===== src/rtl/mac_lookup_table_pkg.sv =====
// -----------------------------------------------------------------------------
// mac_lookup_table_pkg
// Shared Ethernet switch definitions for the destination-MAC lookup engine:
// MAC / port-id widths, broadcast address, group-bit position, default flood
// port, the lookup request record carried down the pipeline, and small MAC
// classification helpers.
// -----------------------------------------------------------------------------
package mac_lookup_table_pkg;

  localparam int MAC_W     = 48;
  localparam int PORT_W    = 4;
  localparam int GROUP_BIT = 40;

  localparam logic [MAC_W-1:0]  BCAST_MAC          = 48'hFFFF_FFFF_FFFF;
  localparam logic [PORT_W-1:0] FLOOD_PORT_DEFAULT = 4'd15;

  typedef logic [MAC_W-1:0]  mac_t;
  typedef logic [PORT_W-1:0] port_t;

  // Request record travelling from the grant stage to the compare stage.
  typedef struct packed {
    mac_t  mac;
    port_t id;
  } lkup_req_t;

  // Only unicast, non-zero source addresses may occupy a table entry.
  function automatic logic mac_learnable(input mac_t mac);
    return !mac[GROUP_BIT] && (mac != '0);
  endfunction

  function automatic logic mac_is_bcast(input mac_t mac);
    return mac == BCAST_MAC;
  endfunction

endpackage


===== src/rtl/mac_lookup_table_rr_arbiter.sv =====
// -----------------------------------------------------------------------------
// mac_lookup_table_rr_arbiter
// Round-robin arbiter with a rotating priority pointer. The first requester at
// or after the pointer (cyclically) is granted; the pointer then moves to the
// port just after the winner so it has lowest priority next time.
// Ports:
//   clk_i      in  1            clock
//   rst_ni     in  1            asynchronous active-low reset
//   req_i      in  P_NUM_PORTS  request vector
//   gnt_o      out P_NUM_PORTS  one-hot grant (combinational)
//   gnt_idx_o  out IDX_W        binary index of the granted port
//   gnt_any_o  out 1            a grant was issued this cycle
// -----------------------------------------------------------------------------
module mac_lookup_table_rr_arbiter #(
  parameter int P_NUM_PORTS = 4,
  parameter int IDX_W       = (P_NUM_PORTS > 1) ? $clog2(P_NUM_PORTS) : 1
) (
  input  logic                   clk_i,
  input  logic                   rst_ni,
  input  logic [P_NUM_PORTS-1:0] req_i,
  output logic [P_NUM_PORTS-1:0] gnt_o,
  output logic [IDX_W-1:0]       gnt_idx_o,
  output logic                   gnt_any_o
);

  logic [IDX_W-1:0] ptr_q, ptr_d;
  logic [IDX_W:0]   cand;

  always_comb begin
    gnt_o     = '0;
    gnt_idx_o = '0;
    gnt_any_o = 1'b0;
    cand      = '0;
    // Walk ports starting at the pointer; the extra bit in cand absorbs the
    // wrap so non-power-of-two port counts rotate correctly.
    for (int k = 0; k < P_NUM_PORTS; k++) begin
      cand = {1'b0, ptr_q} + (IDX_W+1)'(k);
      if (cand >= (IDX_W+1)'(P_NUM_PORTS)) begin
        cand = cand - (IDX_W+1)'(P_NUM_PORTS);
      end
      if (!gnt_any_o && req_i[cand[IDX_W-1:0]]) begin
        gnt_any_o                 = 1'b1;
        gnt_idx_o                 = cand[IDX_W-1:0];
        gnt_o[cand[IDX_W-1:0]]    = 1'b1;
      end
    end
  end

  always_comb begin
    ptr_d = ptr_q;
    if (gnt_any_o) begin
      ptr_d = (gnt_idx_o == IDX_W'(P_NUM_PORTS-1)) ? '0 : gnt_idx_o + IDX_W'(1);
    end
  end

  always_ff @(posedge clk_i or negedge rst_ni) begin
    if (!rst_ni) begin
      ptr_q <= '0;
    end else begin
      ptr_q <= ptr_d;
    end
  end

endmodule


===== src/rtl/mac_lookup_table.sv =====
// -----------------------------------------------------------------------------
// mac_lookup_table
// Shared destination-MAC lookup engine for all RX ingress ports. Each port
// sends 1-cycle check pulses; requests are held per port, arbitrated
// round-robin, compared against a fully associative learned MAC->port table,
// and the result is strobed back to the requesting port only. Source MACs are
// learned through a separate strobe and entries age out when not re-learned.
// Ports:
//   i_clk          in  1               clock
//   i_rst_n        in  1               asynchronous active-low reset
//   i_check_mac    in  48*P_NUM_PORTS  dst MAC per port, slice p = [48p+47:48p]
//   i_check_id     in  4*P_NUM_PORTS   requester id per port
//   i_check_valid  in  P_NUM_PORTS     1-cycle request pulse per port
//   o_outport      out 4               lookup result port
//   o_check_id     out 4               echoed id of the serviced request
//   o_seek_flag    out 1               1 = hit, 0 = miss/broadcast (flood)
//   o_result_valid out P_NUM_PORTS     one-hot strobe to the serviced port
//   o_overrun      out P_NUM_PORTS     request overwrote a still-pending one
//   i_learn_valid  in  1               learn strobe
//   i_learn_mac    in  48              source MAC to learn
//   i_learn_port   in  4               port the source MAC arrived on
//   o_table_full   out 1               every table entry valid
// Latency: pulse in cycle T -> o_result_valid in cycle T+3 when uncontended.
// -----------------------------------------------------------------------------
module mac_lookup_table
  import mac_lookup_table_pkg::*;
#(
  parameter int          P_NUM_PORTS  = 4,
  parameter int          P_DEPTH      = 16,
  parameter logic [3:0]  P_FLOOD_PORT = FLOOD_PORT_DEFAULT,
  parameter logic [31:0] P_AGE_CYCLES = 32'd156_250_000
) (
  input  logic                          i_clk,
  input  logic                          i_rst_n,
  input  logic [MAC_W*P_NUM_PORTS-1:0]  i_check_mac,
  input  logic [PORT_W*P_NUM_PORTS-1:0] i_check_id,
  input  logic [P_NUM_PORTS-1:0]        i_check_valid,
  output logic [PORT_W-1:0]             o_outport,
  output logic [PORT_W-1:0]             o_check_id,
  output logic                          o_seek_flag,
  output logic [P_NUM_PORTS-1:0]        o_result_valid,
  output logic [P_NUM_PORTS-1:0]        o_overrun,
  input  logic                          i_learn_valid,
  input  logic [MAC_W-1:0]              i_learn_mac,
  input  logic [PORT_W-1:0]             i_learn_port,
  output logic                          o_table_full
);

  localparam int PI_W = (P_NUM_PORTS > 1) ? $clog2(P_NUM_PORTS) : 1;
  localparam int TI_W = (P_DEPTH > 1) ? $clog2(P_DEPTH) : 1;

  // Request capture
  logic [P_NUM_PORTS-1:0] pend_q, pend_d;
  logic [P_NUM_PORTS-1:0] ovr_q, ovr_d;
  mac_t                   cap_mac_q [P_NUM_PORTS];
  port_t                  cap_id_q  [P_NUM_PORTS];

  // Arbitration
  logic [P_NUM_PORTS-1:0] gnt;
  logic [PI_W-1:0]        gnt_idx;
  logic                   gnt_any;

  // Pipeline
  logic                   vld_p1_q;
  logic [P_NUM_PORTS-1:0] gnt_p1_q;
  lkup_req_t              req_p1_q;
  logic                   lk_hit;
  port_t                  lk_port;
  logic [P_NUM_PORTS-1:0] vld_p2_q;
  port_t                  outport_p2_q;
  port_t                  id_p2_q;
  logic                   seek_p2_q;

  // Table
  logic [P_DEPTH-1:0]     tbl_vld_q, tbl_vld_d;
  logic [P_DEPTH-1:0]     tbl_age_q, tbl_age_d;
  mac_t                   tbl_mac_q  [P_DEPTH];
  port_t                  tbl_port_q [P_DEPTH];
  logic [TI_W-1:0]        victim_q, victim_d;
  logic [31:0]            age_cnt_q, age_cnt_d;
  logic                   age_tick;
  logic                   full_q;

  // Learn search
  logic                   lrn_ok, lrn_hit, lrn_free;
  logic [TI_W-1:0]        lrn_hit_idx, lrn_free_idx, lrn_idx;

  // ---------------------------------------------------------------------------
  // Stage p0: per-port request capture. A new pulse always wins over the grant
  // clearing the same bit; it only counts as an overrun when the older
  // request was not being granted in this very cycle.
  // ---------------------------------------------------------------------------
  always_comb begin
    pend_d = (pend_q & ~gnt) | i_check_valid;
    ovr_d  = i_check_valid & pend_q & ~gnt;
  end

  always_ff @(posedge i_clk or negedge i_rst_n) begin
    if (!i_rst_n) begin
      pend_q <= '0;
      ovr_q  <= '0;
    end else begin
      pend_q <= pend_d;
      ovr_q  <= ovr_d;
    end
  end

  always_ff @(posedge i_clk) begin
    for (int p = 0; p < P_NUM_PORTS; p++) begin
      if (i_check_valid[p]) begin
        cap_mac_q[p] <= i_check_mac[MAC_W*p +: MAC_W];
        cap_id_q[p]  <= i_check_id[PORT_W*p +: PORT_W];
      end
    end
  end

  mac_lookup_table_rr_arbiter #(
    .P_NUM_PORTS (P_NUM_PORTS),
    .IDX_W       (PI_W)
  ) u_arb (
    .clk_i     (i_clk),
    .rst_ni    (i_rst_n),
    .req_i     (pend_q),
    .gnt_o     (gnt),
    .gnt_idx_o (gnt_idx),
    .gnt_any_o (gnt_any)
  );

  // ---------------------------------------------------------------------------
  // Stage p1: granted request registered; compare runs against the table as it
  // stands this cycle, so a learn in the same cycle is not yet visible.
  // ---------------------------------------------------------------------------
  always_ff @(posedge i_clk or negedge i_rst_n) begin
    if (!i_rst_n) begin
      vld_p1_q <= 1'b0;
      gnt_p1_q <= '0;
    end else begin
      vld_p1_q <= gnt_any;
      gnt_p1_q <= gnt;
    end
  end

  always_ff @(posedge i_clk) begin
    if (gnt_any) begin
      req_p1_q.mac <= cap_mac_q[gnt_idx];
      req_p1_q.id  <= cap_id_q[gnt_idx];
    end
  end

  always_comb begin
    lk_hit  = 1'b0;
    lk_port = P_FLOOD_PORT;
    // Descending scan: the lowest matching index is written last and wins.
    for (int i = P_DEPTH-1; i >= 0; i--) begin
      if (tbl_vld_q[i] && (tbl_mac_q[i] == req_p1_q.mac)) begin
        lk_hit  = 1'b1;
        lk_port = tbl_port_q[i];
      end
    end
    if (mac_is_bcast(req_p1_q.mac)) begin
      lk_hit  = 1'b0;
      lk_port = P_FLOOD_PORT;
    end
  end

  // ---------------------------------------------------------------------------
  // Stage p2: registered result presented on the shared bus.
  // ---------------------------------------------------------------------------
  always_ff @(posedge i_clk or negedge i_rst_n) begin
    if (!i_rst_n) begin
      vld_p2_q     <= '0;
      outport_p2_q <= '0;
      id_p2_q      <= '0;
      seek_p2_q    <= 1'b0;
    end else begin
      vld_p2_q <= vld_p1_q ? gnt_p1_q : '0;
      if (vld_p1_q) begin
        outport_p2_q <= lk_port;
        id_p2_q      <= req_p1_q.id;
        seek_p2_q    <= lk_hit;
      end
    end
  end

  // ---------------------------------------------------------------------------
  // Learning and aging. Slot choice: existing entry, else lowest free entry,
  // else the victim pointer. The aging tick is applied before the learn so a
  // learn coinciding with a tick leaves its entry valid with age set.
  // ---------------------------------------------------------------------------
  always_comb begin
    lrn_ok       = i_learn_valid && mac_learnable(i_learn_mac);
    lrn_hit      = 1'b0;
    lrn_hit_idx  = '0;
    lrn_free     = 1'b0;
    lrn_free_idx = '0;
    for (int i = P_DEPTH-1; i >= 0; i--) begin
      if (tbl_vld_q[i] && (tbl_mac_q[i] == i_learn_mac)) begin
        lrn_hit     = 1'b1;
        lrn_hit_idx = TI_W'(i);
      end
      if (!tbl_vld_q[i]) begin
        lrn_free     = 1'b1;
        lrn_free_idx = TI_W'(i);
      end
    end
    lrn_idx = lrn_hit ? lrn_hit_idx : (lrn_free ? lrn_free_idx : victim_q);

    // P_DEPTH is a power of two, so the victim pointer wraps by overflow.
    victim_d = victim_q;
    if (lrn_ok && !lrn_hit && !lrn_free) begin
      victim_d = victim_q + TI_W'(1);
    end

    age_tick  = (age_cnt_q == (P_AGE_CYCLES - 32'd1));
    age_cnt_d = age_tick ? '0 : age_cnt_q + 32'd1;

    tbl_vld_d = tbl_vld_q;
    tbl_age_d = tbl_age_q;
    if (age_tick) begin
      tbl_vld_d = tbl_vld_q & tbl_age_q;
      tbl_age_d = '0;
    end
    if (lrn_ok) begin
      tbl_vld_d[lrn_idx] = 1'b1;
      tbl_age_d[lrn_idx] = 1'b1;
    end
  end

  always_ff @(posedge i_clk or negedge i_rst_n) begin
    if (!i_rst_n) begin
      tbl_vld_q <= '0;
      tbl_age_q <= '0;
      victim_q  <= '0;
      age_cnt_q <= '0;
      full_q    <= 1'b0;
    end else begin
      tbl_vld_q <= tbl_vld_d;
      tbl_age_q <= tbl_age_d;
      victim_q  <= victim_d;
      age_cnt_q <= age_cnt_d;
      full_q    <= &tbl_vld_q;
    end
  end

  always_ff @(posedge i_clk) begin
    if (lrn_ok) begin
      tbl_mac_q[lrn_idx]  <= i_learn_mac;
      tbl_port_q[lrn_idx] <= i_learn_port;
    end
  end

  assign o_outport      = outport_p2_q;
  assign o_check_id     = id_p2_q;
  assign o_seek_flag    = seek_p2_q;
  assign o_result_valid = vld_p2_q;
  assign o_overrun      = ovr_q;
  assign o_table_full   = full_q;

endmodule


===== config.mk =====
export PLATFORM = sky130hd
export DESIGN_NAME = mac_lookup_table
export DESIGN_NICKNAME = d
export VERILOG_FILES = /design/src/rtl/mac_lookup_table_pkg.sv /design/src/rtl/mac_lookup_table_rr_arbiter.sv /design/src/rtl/mac_lookup_table.sv
export SDC_FILE = /design/constraint.sdc
export NUM_CORES = 2
export LEC_CHECK = 0
export CORE_MARGIN = 3
export CORE_UTILIZATION = 45
export CTS_CLUSTER_SIZE = 30
export DETAILED_ROUTE_END_ITERATION = 8
export PLACE_DENSITY = 0.59
export SETUP_SLACK_MARGIN = 0.4
export SYNTH_ARGS = -nofsm -noshare
export SYNTH_HDL_FRONTEND = slang
export SYNTH_SLANG_ARGS = --single-unit

===== constraint.sdc =====
create_clock -name i_clk -period 15.2 [get_ports i_clk]
set_clock_uncertainty 0.2 [all_clocks]
set_input_delay 1.52 -clock i_clk [delete_from_list [all_inputs] [get_ports i_clk]]
set_output_delay 1.52 -clock i_clk [all_outputs]
set_load 0.03 [all_outputs]

Yosys cells after proc, flatten, opt, wreduce, memory -nomap -nowiden

Memories as Yosys holds them, arrays and structs flattened. A register that Yosys moved wholly into a read port is not among the register bits.
Cells that the tools add are included.

$add $sub $neg: 10
$lt $le $gt $ge: 14
Reduce and logical (&&, ||, !) cells: 52
Muxes and demuxes: 151
Equal/unequal tests: 35
Bitwise operators: 11

Operator list:

| cell                                                                   | number |
|---|---|
| 48-bit == test                                                         | 32 |
| 4-bit two-way mux                                                      | 56 |
| 1-bit two-way mux                                                      | 72 |
| 16-bit two-way mux                                                     | 4 |
| 48-bit == test (second input constant)                                 | 1 |
| 48-bit nonzero test                                                    | 1 |
| 1-bit logical AND                                                      | 44 |
| 32-bit by 1-bit adder with 32-bit output (second input constant)       | 1 |
| 32-bit by 28-bit == test with 1-bit output (second input constant)     | 1 |
| 32-bit two-way mux                                                     | 1 |
| 16-bit bitwise OR                                                      | 2 |
| 2-bit two-way mux                                                      | 9 |
| 16-bit bitwise AND                                                     | 1 |
| 4-bit bitwise OR                                                       | 4 |
| 16-bit AND reduction                                                   | 1 |
| 4-bit bitwise AND                                                      | 3 |
| 2-bit by 3-bit < comparator with 1-bit output (second input constant)  | 4 |
| 3-bit >= comparator (second input constant)                            | 3 |
| 1-bit binary-select mux with 2-bit select                              | 4 |
| 1-bit demux with 2-bit select                                          | 4 |
| 2-bit by 1-bit >= comparator with 1-bit output (second input constant) | 4 |
| 2-bit by 1-bit subtractor with 2-bit output (second input constant)    | 4 |
| 2-bit by 2-bit adder with 3-bit output (second input constant)         | 2 |
| 1-bit zero test                                                        | 6 |
| other kinds (9)                                                        | 9 |

Flip-flop bits (word level): 97
Input port bits: 267
Memory bits (writable): 1040
Output and inout port bits: 18
Word-level logic and storage cells: 291
Memories: 4

Memories:

| name       | depth | bits a word | rd ports | clocked after memory_dff | write ports | line                   | source |
|---|---|---|---|---|---|---|---|
| tbl_mac_q  | 16    | 48          | 16       | 0                        | 1           | mac_lookup_table.sv:77 | `mac_t tbl_mac_q [P_DEPTH];` |
| cap_mac_q  | 4     | 48          | 1        | 1                        | 4           | mac_lookup_table.sv:55 | `mac_t cap_mac_q [P_NUM_PORTS];` |
| tbl_port_q | 16    | 4           | 16       | 0                        | 1           | mac_lookup_table.sv:78 | `port_t tbl_port_q [P_DEPTH];` |
| cap_id_q   | 4     | 4           | 1        | 1                        | 4           | mac_lookup_table.sv:56 | `port_t cap_id_q [P_NUM_PORTS];` |

Depth between registers and ports, before layout

An unclocked memory read counts as a cell.

Depth after elaboration: 26
Mapped depth: 14
Gate-level depth less buffers: 11

Hierarchy

Synthesis repeated with hierarchy kept, for this count alone.

Cell total of the unflattened synthesis: 4159
Area, all modules: 57928.1 µm²

By module, submodules not included:

| module                      | times used | area each (µm²) | sequential area each (µm²) | cells an instance |
|---|---|---|---|---|
| mac_lookup_table            | 1          | 57395.0         | 35168.7                    | 4098 |
| mac_lookup_table_rr_arbiter | 1          | 533.0           | 50.0                       | 61 |

Worst setup path after synthesis

Ideal clock, no wire load.

Path kind: input to register
From: input i_learn_mac[8]
To: memory tbl_mac_q[1][0] (netlist bit), enable pin
Setup time: 0.462 ns
Setup slack: 8.701 ns
Cell stages on the path: 12
Arrival time: 5.838 ns
Path buffers: 2
Required time: 14.538 ns
Cells stage by stage: buf_4 xor2_1 a2111o_1 or3_1 nor4_1 o21bai_1 nor2_1 a21boi_1 o21ba_2 nand3_1 buf_2 nor2_1

Longest elaborated chain between the ends: 19
Elaborated cells on any way between the ends: 70
Classes of those cells: eq/ne (16); mux (35); reduce/logical (19)

Ends and longest elaborated chain:

| item                                                                  | line                    | source |
|---|---|---|
| from (decl)                                                           | mac_lookup_table.sv:44  | `input logic [MAC_W-1:0] i_learn_mac,` |
| 48-bit == test                                                        | mac_lookup_table.sv:197 | `if (tbl_vld_q[i] && (tbl_mac_q[i] == i_learn_mac)) begin` |
| 1-bit logical AND                                                     | mac_lookup_table.sv:197 |  |
| 4-bit two-way mux or 1-bit two-way mux (tied branches) (16 in series) | mac_lookup_table.sv:197 |  |
| 4-bit two-way mux                                                     | mac_lookup_table.sv:206 | `lrn_idx = lrn_hit ? lrn_hit_idx : (lrn_free ? lrn_free_idx : victim_q);` |
| to (decl)                                                             | mac_lookup_table.sv:77  |  |

Several ways; a longest one is shown, not always the timed one.

Worst setup path in the final report

From: input i_learn_mac[0]
To: memory tbl_mac_q[1][7] (netlist bit), enable pin

The elaborated chain is that of the path after synthesis.

==> results.toml <==
[placement]
gp_congestion = 0.9834
dp_hpwl_mm = 159.6
numPortBuffers = 284
place_ws_ns = 8.024
postPlaceCellArea_um2 = 65480

[route]
antenna_left = 0
num_vias = 44530
dr.pass1.iters = 5
routed_wl_mm = 251.5
post-route-drc-count = 0
viasPerCell = 6.341
post_drt_wl_per_cell_um = 35.81
drt_iter0_drc = 6351

[layout]
fin_nets = 5413
area_growth_pct = 15.54
final_cell_area_um2 = 70010
layout-drive-gt1-share = 0.09160

[floorplanning]
start_util = 0.4534
io_pins = 285
die_w_um = 372.9
fp.dieH_um = 372.9
dieArea_um2 = 139100
core_area_um2 = 133600
fp-row-count = 134

[setup_path]
crit_slowest_cell = "nand3_1"
timing.rr.start = "req_p1_q[13]"
crit_arrival_ns = 6.73
cp-start-kind = "input port"
cp_max_fo = 48
crit_chain = "buf_2 -> buf_4 -> buf_4 -> xor2_1 -> nor3_1 -> nand4_1 -> o21bai_1 -> nor4_1 -> nand2_1 -> o211ai_1 -> nand3_1 -> nor2_4 -> buf_4"
cp_slowest_stage_delay_ns = 0.71
r2r_end = "o_outport[0]"
criticalPathCategory = "input port to flop"
path_buf_inv = 4
worst_path_dominant_cell_family = "simple AND/OR/NAND/NOR gates"
critPathRequiredTime_ns = 15.41
reg2regPathDepth = 10
end_kind = "flop"
cpMostUsedCell = "buf_4"
rrSetupSlack_ns = 9.68

[clock_network]
cts_hold_buf = 0
clk_pin_slew_ns = 0.06
clockRootBuffer = "clkbuf_16"
cts.sinks = 1189
cts_setup_buffers = 0
cts_max_path_buffers = 3
clkLatencyLatePin_ns = 0.79
cts-htree-levels = 4
cts_tree = "built"
ctsResizeCount = 0
cts_buffers = 137

[logic_synthesis]
synth_top_area_frac = 0.5412
synth_cell_types = 88
synth_edf_count = 1092
synth_area_leaders = "edfxtp_1, xnor2_1, xor2_1, dfrtp_1, nand4_1"
syn_avg_cell_area_um2 = 12.64
synth_warnings = 0
seq_area_frac_synth = 0.5812
synth_area_um2 = 60590
async_reset_ff_frac = 0.08158
synth_flop_cell = "edfxtp_1"
synth_seq_cells = 1189
synthCells = 4795
syn_nets = 5068
synth_top_area_cell = "edfxtp_1"

[run]
max-cap-violations = 0

[sta]
fin_tns_setup_ns = 0
finalSetupViolCount = 0
setup_slack_ns = 8.677
rsz0062_at_grt = "false"
finalHoldViolations = 0
finalCriticalPeriod_ns = 6.523
fin_crit_sh = 0.4291
timing.slew.headroom = 0.05381
worstMarginPinSlew_ns = 1.406
drv_slew = 0
fmax_mhz = 153.3

[global_route]
grt_pass1_wl_mm = 343.8
grtUsageTotal = 0.3538
overflow = 0
grt_pass1_vias = 43330
grt_max_degree = 82
antenna_found_initial = 13

[power]
power.density_nw_per_um2 = 178.3
p_leak_uw = 0.02289
ir_drop_v = 0.0001310

[min_path]
hold_class = "flop to flop"
min_to = "o_result_valid[0]"
hp-start = "gnt_p1_q[0]"
hold_depth = 1

[status]
status = "finished, final reports clean"
flip-flops by register name, indices dropped and copies added (netlist names), 16 cells and up, named ones only:
| name | flops |
|---|---|
| cap_id_q | 16 |
| req_p1_q | 52 |
| age_cnt_q | 32 |
| tbl_age_q | 16 |
| tbl_port_q | 64 |
| tbl_mac_q | 768 |
| cap_mac_q | 192 |
| tbl_vld_q | 16 |
worst max path at each step:
stage | depth (start not counted) | slack [ns] | end | startpoint
final | 13 | 8.68 | tbl_mac_q[1][7] | i_learn_mac[0]
after global routing | 13 | 8.55 | tbl_mac_q[1][43] | i_learn_mac[22]
after CTS | 13 | 8.84 | tbl_mac_q[1][41] | i_learn_mac[17]
after detailed placement | 13 | 8.02 | tbl_mac_q[1][8] | i_learn_mac[17]
after global placement | 13 | 8.03 | tbl_mac_q[1][8] | i_learn_mac[7]
after floorplan | 12 | 8.70 | tbl_mac_q[1][0] | i_learn_mac[8]
cell families after synthesis:
family / after synthesis / synth area share
muxes: 6 / 0.001301
AOI/OAI and AO/OA: 392 / 0.04510
DFF: 1189 / 0.5812
adders and majority gates: 6 / 0.001239
and+or+nand+nor: 1373 / 0.1288
xor gates and xnor gates: 1474 / 0.2131
buffers and inverters: 355 / 0.02922
Yosys cell counts (43+ instances only):
cell,n
edfxtp_1,1092
xnor2_1,913
xor2_1,561
nand4_1,307
nand2_1,245
nor4_1,237
nor2_1,153
buf_2,140
inv_1,103
dfrtp_1,97
nand3_1,69
a211oi_1,65
and2_1,62
nor3_1,57
buf_4,56
a31oi_1,54
nand2b_1,50
o21ai_0,47
clkbuf_1,43
stage by stage:
step / util / cells / power, uW / hold slack (ns)
final: 0.5239 / 7023 / 12480 / 0.2534
after global routing: 0.5238 / 7019 / 12810 / 0.2652
after CTS: 0.5238 / 7019 / 12340 / 0.2566
after detailed placement: 0.4900 / 6769 / 8996 / 0.2407
after global placement: 0.4900 / 6769 / 9016 / 0.2437
after floorplan: - / 4795 / 6943 / 0.2337
routing by layer:
| metal | global-route usage | up-vias | wire, um |
|---|---|---|---|
| met1 | 0.4734 | 22080 | 97400 |
| met3 | 0.09791 | 752 | 30860 |
| met2 | 0.5170 | 3398 | 105800 |
| li1 | - | 18300 | - |
| met4 | 0.2040 | 2 | 17440 |
| met5 | 0 | - | 13 |
power breakdown:
| part | switching (uW) | total [uW] | leakage, uW | internal, uW |
|---|---|---|---|---|
| clock network | 1440 | 3360 | 0.00219 | 1920 |
| logic | 3610 | 4990 | 0.00953 | 1390 |
| registers | 175 | 4130 | 0.0112 | 3950 |
| total | 5220 | 12500 | 0.0229 | 7260 |
layout make-up:
cell class              count  area [um2]
diodes                      4       10.01
clock buffers             174        3628
clock inverters            76       884.6
fillers                 11450       63620
inverters                 106       397.9
multi-input cells        3251       23780
flip-flops and latches   1189       35220
well taps                1768        2212
repair buffers            455        3871
placed cells by master, fill, tap and decap left out, types with 62 or more instances in the layout:
cell type	Yosys	layout
a211oi_1	65	64
nand4_1	307	307
nor4_1	237	234
dfrtp_1	97	97
inv_1	103	103
nand3_1	69	69
edfxtp_1	1092	1092
nand2_1	245	244
and2_1	62	62
xnor2_1	913	913
buf_4	56	171
nor2_1	153	137
clkdlybuf4s50_1	0	230
clkbuf_16	0	138
xor2_1	561	561
Note: power is estimated with default switching activity, not from simulation.
